**src/rtl/mul_dispatch.sv**
```systemverilog
// Operand range-check and sequencing front end for the 8x8 signed multiplier.
// Resolves zero/overflow locally, otherwise runs the multiplier and returns a tagged product.
module mul_dispatch #(
  parameter int unsigned TIMEOUT = 24
) (
  input  logic        Clk,
  input  logic        Reset,
  input  logic        In_Valid,
  output logic        In_Ready,
  input  logic [15:0] Op_A,
  input  logic [15:0] Op_B,
  input  logic [2:0]  Tag,
  output logic        Out_Valid,
  input  logic        Out_Ready,
  output logic [15:0] Result,
  output logic [2:0]  Result_Tag,
  output logic        Ovf,
  output logic        Err,
  output logic        Mul_Run,
  output logic [7:0]  Mul_A,
  output logic [7:0]  Mul_B,
  input  logic        Mul_Ready,
  input  logic [15:0] Mul_Out
);

  localparam int unsigned CntW = $clog2(TIMEOUT + 1);

  typedef enum logic [2:0] {StIdle, StIssue, StWait, StResp, StFault} state_e;

  state_e          state_q;
  logic [CntW-1:0] cnt_q;
  logic [7:0]      mul_a_q;
  logic [7:0]      mul_b_q;
  logic [15:0]     result_q;
  logic [2:0]      tag_q;
  logic            ovf_q;
  logic            err_q;

  logic a_zero, b_zero, a_in_range, b_in_range;

  assign a_zero = (Op_A == 16'h0000);
  assign b_zero = (Op_B == 16'h0000);
  // In [-128,127] exactly when bits [15:7] are a pure sign extension.
  assign a_in_range = (&Op_A[15:7]) | ~(|Op_A[15:7]);
  assign b_in_range = (&Op_B[15:7]) | ~(|Op_B[15:7]);

  always_ff @(posedge Clk) begin
    if (Reset) begin
      state_q  <= StIdle;
      cnt_q    <= '0;
      mul_a_q  <= 8'h00;
      mul_b_q  <= 8'h00;
      result_q <= 16'h0000;
      tag_q    <= 3'd0;
      ovf_q    <= 1'b0;
      err_q    <= 1'b0;
    end else begin
      unique case (state_q)
        StIdle: begin
          if (In_Valid) begin
            tag_q <= Tag;
            if (a_zero || b_zero) begin
              result_q <= 16'h0000;
              ovf_q    <= 1'b0;
              state_q  <= StResp;
            end else if (!(a_in_range && b_in_range)) begin
              result_q <= 16'h0000;
              ovf_q    <= 1'b1;
              state_q  <= StResp;
            end else begin
              mul_a_q <= Op_A[7:0];
              mul_b_q <= Op_B[7:0];
              state_q <= StIssue;
            end
          end
        end
        StIssue: begin
          cnt_q   <= '0;
          state_q <= StWait;
        end
        StWait: begin
          // A done pulse on the last allowed cycle still wins over the timeout.
          if (Mul_Ready) begin
            result_q <= Mul_Out;
            ovf_q    <= 1'b0;
            state_q  <= StResp;
          end else if (cnt_q == CntW'(TIMEOUT - 1)) begin
            err_q    <= 1'b1;
            result_q <= 16'h0000;
            state_q  <= StFault;
          end else begin
            cnt_q <= cnt_q + CntW'(1);
          end
        end
        StResp: begin
          if (Out_Ready) state_q <= StIdle;
        end
        StFault: begin
          state_q <= StFault;
        end
        default: begin
          state_q <= StIdle;
        end
      endcase
    end
  end

  assign In_Ready   = (state_q == StIdle) & ~err_q;
  assign Out_Valid  = (state_q == StResp);
  assign Mul_Run    = (state_q == StIssue);
  assign Mul_A      = mul_a_q;
  assign Mul_B      = mul_b_q;
  assign Result     = result_q;
  assign Result_Tag = tag_q;
  assign Ovf        = ovf_q;
  assign Err        = err_q;

endmodule

```
**config.mk**
```make
export PLATFORM = sky130hd
export DESIGN_NAME = mul_dispatch
export DESIGN_NICKNAME = d
export VERILOG_FILES = /design/src/rtl/mul_dispatch.sv
export SDC_FILE = /design/constraint.sdc
export NUM_CORES = 1
export LEC_CHECK = 0
export CORE_MARGIN = 10
export CORE_UTILIZATION = 41
export DETAILED_ROUTE_END_ITERATION = 8
export GPL_TIMING_DRIVEN = 1
export PLACE_DENSITY = 0.8
export SLEW_MARGIN = 20
export SYNTH_ARGS = -nofsm -noshare
export SYNTH_HDL_FRONTEND = slang
export SYNTH_SLANG_ARGS = --single-unit
```
**constraint.sdc**
```tcl
create_clock -name Clk -period 2 [get_ports Clk]
set_input_delay 0.3 -clock Clk [delete_from_list [all_inputs] [get_ports Clk]]
set_output_delay 0.3 -clock Clk [all_outputs]
set_load 0.03 [all_outputs]
```
==> PnR_summary.wiki <==
{| class="wikitable"
! Metric !! Value
|-
| Sequential cell area fraction in the yosys report || 0.433
|-
| Most common flop cell mapped by yosys || sky130_fd_sc_hd__dfxtp_1
|-
| Critical path data required time || 2230 ps
|-
| Worst hold-check path type || flop to flop
|-
| Core outline area || 0.00482 mm^2
|-
| Power density over cell area || 605 mW/mm^2
|-
| Met2 layer wire length in the routed design || 3250 um
|-
| Antenna violations before repair || 0
|-
| Syn Area/Cell || 9.87 um^2
|-
| Result of the run || completed
|-
| Final Max Tran Viols || 0
|-
| Worst slew slack as a fraction of its limit || 0.581
|-
| Die area || 0.00833 mm^2
|-
| Biggest fanout along the worst timing path || 16
|-
| Async SR Flop Fraction || 0
|-
| Vias per cell || 4.91
|-
| R2r setup slk || 190 ps
|-
| TritonCTS sink count || 45
|-
| Clock network latency to the later pin of the worst-skew pair || 300 ps
|-
| Weighted congestion at the end of routability-driven global placement || 0.799
|-
| Chip height || 91.3 um
|-
| Critical path startpoint || Op_B[7]
|-
| Share of the cycle needed by the critical path after routing || 0.926
|-
| Clock buffer count from CTS || 5
|-
| Multi-input gate area || 0.00112 mm^2
|-
| Setup TNS || 0 ps
|-
| Placed Area || 0.00319 mm^2
|-
| Worst Path Arrival || 2080 ps
|-
| Unrepaired setup endpoints after global routing || false
|-
| Design Area, Final || 0.00329 mm^2
|-
| Mean routed wirelength per cell || 15.7 um
|-
| Number of detailed-route iterations in the first pass || 4
|-
| Inserted Diodes || 0
|-
| Port buffer count || 95
|-
| Horizontal die dimension || 91.3 um
|-
| Min Clock Period, post-route || 1850 ps
|-
| Classification of the worst setup path || input port to flop
|-
| I/O pin cnt || 96
|-
| Register clock-pin slew on the reported worst setup and hold paths || 90 ps
|-
| Final Setup Violations || 0
|-
| Layout area overhead || 58.0%
|-
| Capturing element type of the critical path || flop
|-
| Depth of the CTS H-tree || 2
|-
| HPWL after detailed placement || 4880 um
|-
| Number of different library cells in the post-synthesis netlist || 43
|-
| Drt drc || 0
|-
| Via count of the first global-routing pass || 1971
|-
| Number of nets in the synthesized netlist || 268
|-
| Reg-to-Reg Start || cnt_q[0]
|-
| Maximum ir drop on the vdd rail || 0.322 mV
|-
| Grt ovf || 0
|-
| Global-route wire length before repair || 9800 um
|-
| Clock skew || 4.66 ps
|-
| Most common cell after layout, fill and taps aside || sky130_fd_sc_hd__clkdlybuf4s50_1
|-
| Slew at the pin with the worst max-slew slack || 627 ps
|-
| Highest clock frequency the design can meet || 0.540 GHz
|-
| Commonest cells after routing, fill and taps aside || 92 x sky130_fd_sc_hd__clkdlybuf4s50_1, 45 x sky130_fd_sc_hd__dfxtp_1, 33 x sky130_fd_sc_hd__nand2b_1
|-
| Depth of the worst register-to-register path || 7
|-
| Met3 WL || 309 um
|-
| Static power due to leakage || 1.19 nW
|-
| Endpoint of the worst setup timing path || Mul_B[4]
|-
| Number of rows created at floorplan || 25
|-
| Maximum clock insertion buffer count || 2
|-
| Critical Path Source Type || input port
|-
| Area of the mapped netlist || 0.00208 mm^2
|-
| Clock tree from TritonCTS || built
|-
| Hold Buf Count CTS || 0
|-
| Number of cells upsized or downsized after cts || 3
|-
| Area taken by flip-flops and latches || 901 um^2
|-
| Global Route Usage Sum || 0.144
|-
| Number of setup buffers added after CTS || 0
|-
| Detailed router's first-iteration violation count || 49
|-
| Number of enable flip-flop cells after synthesis || 0
|-
| Top layer used by detailed routing || met4
|-
| Cells after synthesis || 211
|-
| Synthesis warning total || 0
|-
| Maximum number of pins on one net before global-route repair || 36
|-
| Number of synthesized register bits || 45
|-
| Overall routed net length || 6060 um
|-
| Routed via count || 1892
|-
| Layout cells sized above 1 || 0.107
|-
| CTS Root Cell || sky130_fd_sc_hd__clkbuf_8
|-
| Post-route met1 wirelength || 2390 um
|-
| Reported max-cap violation count || 0
|-
| Remaining antenna violation count || 0
|-
| Layout Nets || 374
|-
| Effective utilization at floorplan || 0.432
|-
| Hold Vio Cnt, Final || 0
|-
| Number of fill cells || 406
|-
| R2r endpoint || Result[12]
|}
## kinds of logic (layout without fill, tap and decap cells)
kind of cell	count (synthesis)	in the layout	share of synthesized area
DFF	45	45	0.433
muxes	20	20	0.0962
buffers and inverters	13	120	0.0325
and+or+nand+nor	93	93	0.277
AOI/OAI and AO/OA	36	36	0.143
xor gates and xnor gates	3	3	0.0126
adders and majority gates	1	1	0.00601
## Yosys cell counts (all sizes together), types with 2 or more instances
master / n / area (um^2)
clkbuf: 8 / 30.0
buf: 3 / 30.0
a22o: 16 / 140
nor3b: 2 / 20.0
nand2b: 33 / 206
a31oi: 2 / 12.5
nand2: 14 / 52.6
nor4: 7 / 80.1
nand4: 4 / 25.0
xor2: 3 / 26.3
mux2i: 20 / 200
nand3: 3 / 15.0
dfxtp: 45 / 901
nand3b: 3 / 22.5
and4: 2 / 17.5
o21ai: 3 / 15.0
a21oi: 6 / 33.8
nor2: 12 / 45.0
nor3: 6 / 41.3
inv: 2 / 7.51
## metal layers
layer | global-route usage | up-vias
li1 | - | 966
met1 | 0.149 | 880
met2 | 0.265 | 39
met3 | 0.0444 | 7
met4 | 0.0535 | 0
met5 | 0 | -
## worst max-delay path: stages
cell	delay, ps
sky130_fd_sc_hd__clkdlybuf4s50_1	470
sky130_fd_sc_hd__nor4_4	320
sky130_fd_sc_hd__nand3b_1	110
sky130_fd_sc_hd__a21bo_2	270
sky130_fd_sc_hd__nor3_4	200
sky130_fd_sc_hd__buf_12	190
sky130_fd_sc_hd__mux2i_1	210
## flip-flops by register name (all words and copies together), names as in the netlist
register	flops
Err	1
cnt_q	5
Mul_B	8
Result_Tag	3
state_q	3
Ovf	1
Mul_A	8
Result	16
## metrics by stage
stage          power (mW)  utilization  setup slack, ps  hold slack [ps]  std cells
6_report             1.99        0.683              148              462        385
5_1_grt              2.08        0.683             50.5              493        385
4_1_cts              2.01        0.682             86.1              466        385
3_5_place_dp         1.42        0.663             -181              454        377
3_3_place_gp         1.41        0.663            -82.6              441        377
2_1_floorplan        1.17            -              191              433        211
## where the power goes
group	total (mW)	leakage [nW]	internal (mW)	switching, mW
registers	0.945	0.364	0.924	0.0213
logic	0.447	0.776	0.236	0.210
clock network	0.599	0.0512	0.280	0.319
## worst min path at each step
stage,from,endpoint,slack [ps],cells past startpoint
2_1_floorplan,Mul_Out[0],Result[0],430,1
3_3_place_gp,Result_Tag[1],Result_Tag[1],440,2
3_5_place_dp,Result_Tag[0],Result_Tag[0],450,2
4_1_cts,Result_Tag[2],Result_Tag[2],470,2
5_1_grt,Result_Tag[0],Result_Tag[0],490,2
6_report,Result_Tag[2],Result_Tag[2],460,2
## final cells by class
| type | instances | area share |
|---|---|---|
| Clock inverter | 2 | 0.00418 |
| Inverter | 2 | 0.00228 |
| Sequential cell | 45 | 0.274 |
| Multi-Input combinational cell | 153 | 0.339 |
| Clock buffer | 6 | 0.0251 |
| Timing Repair Buffer | 110 | 0.330 |
| Tap cell | 67 | 0.0255 |
Power figures use the tool's default switching activity.
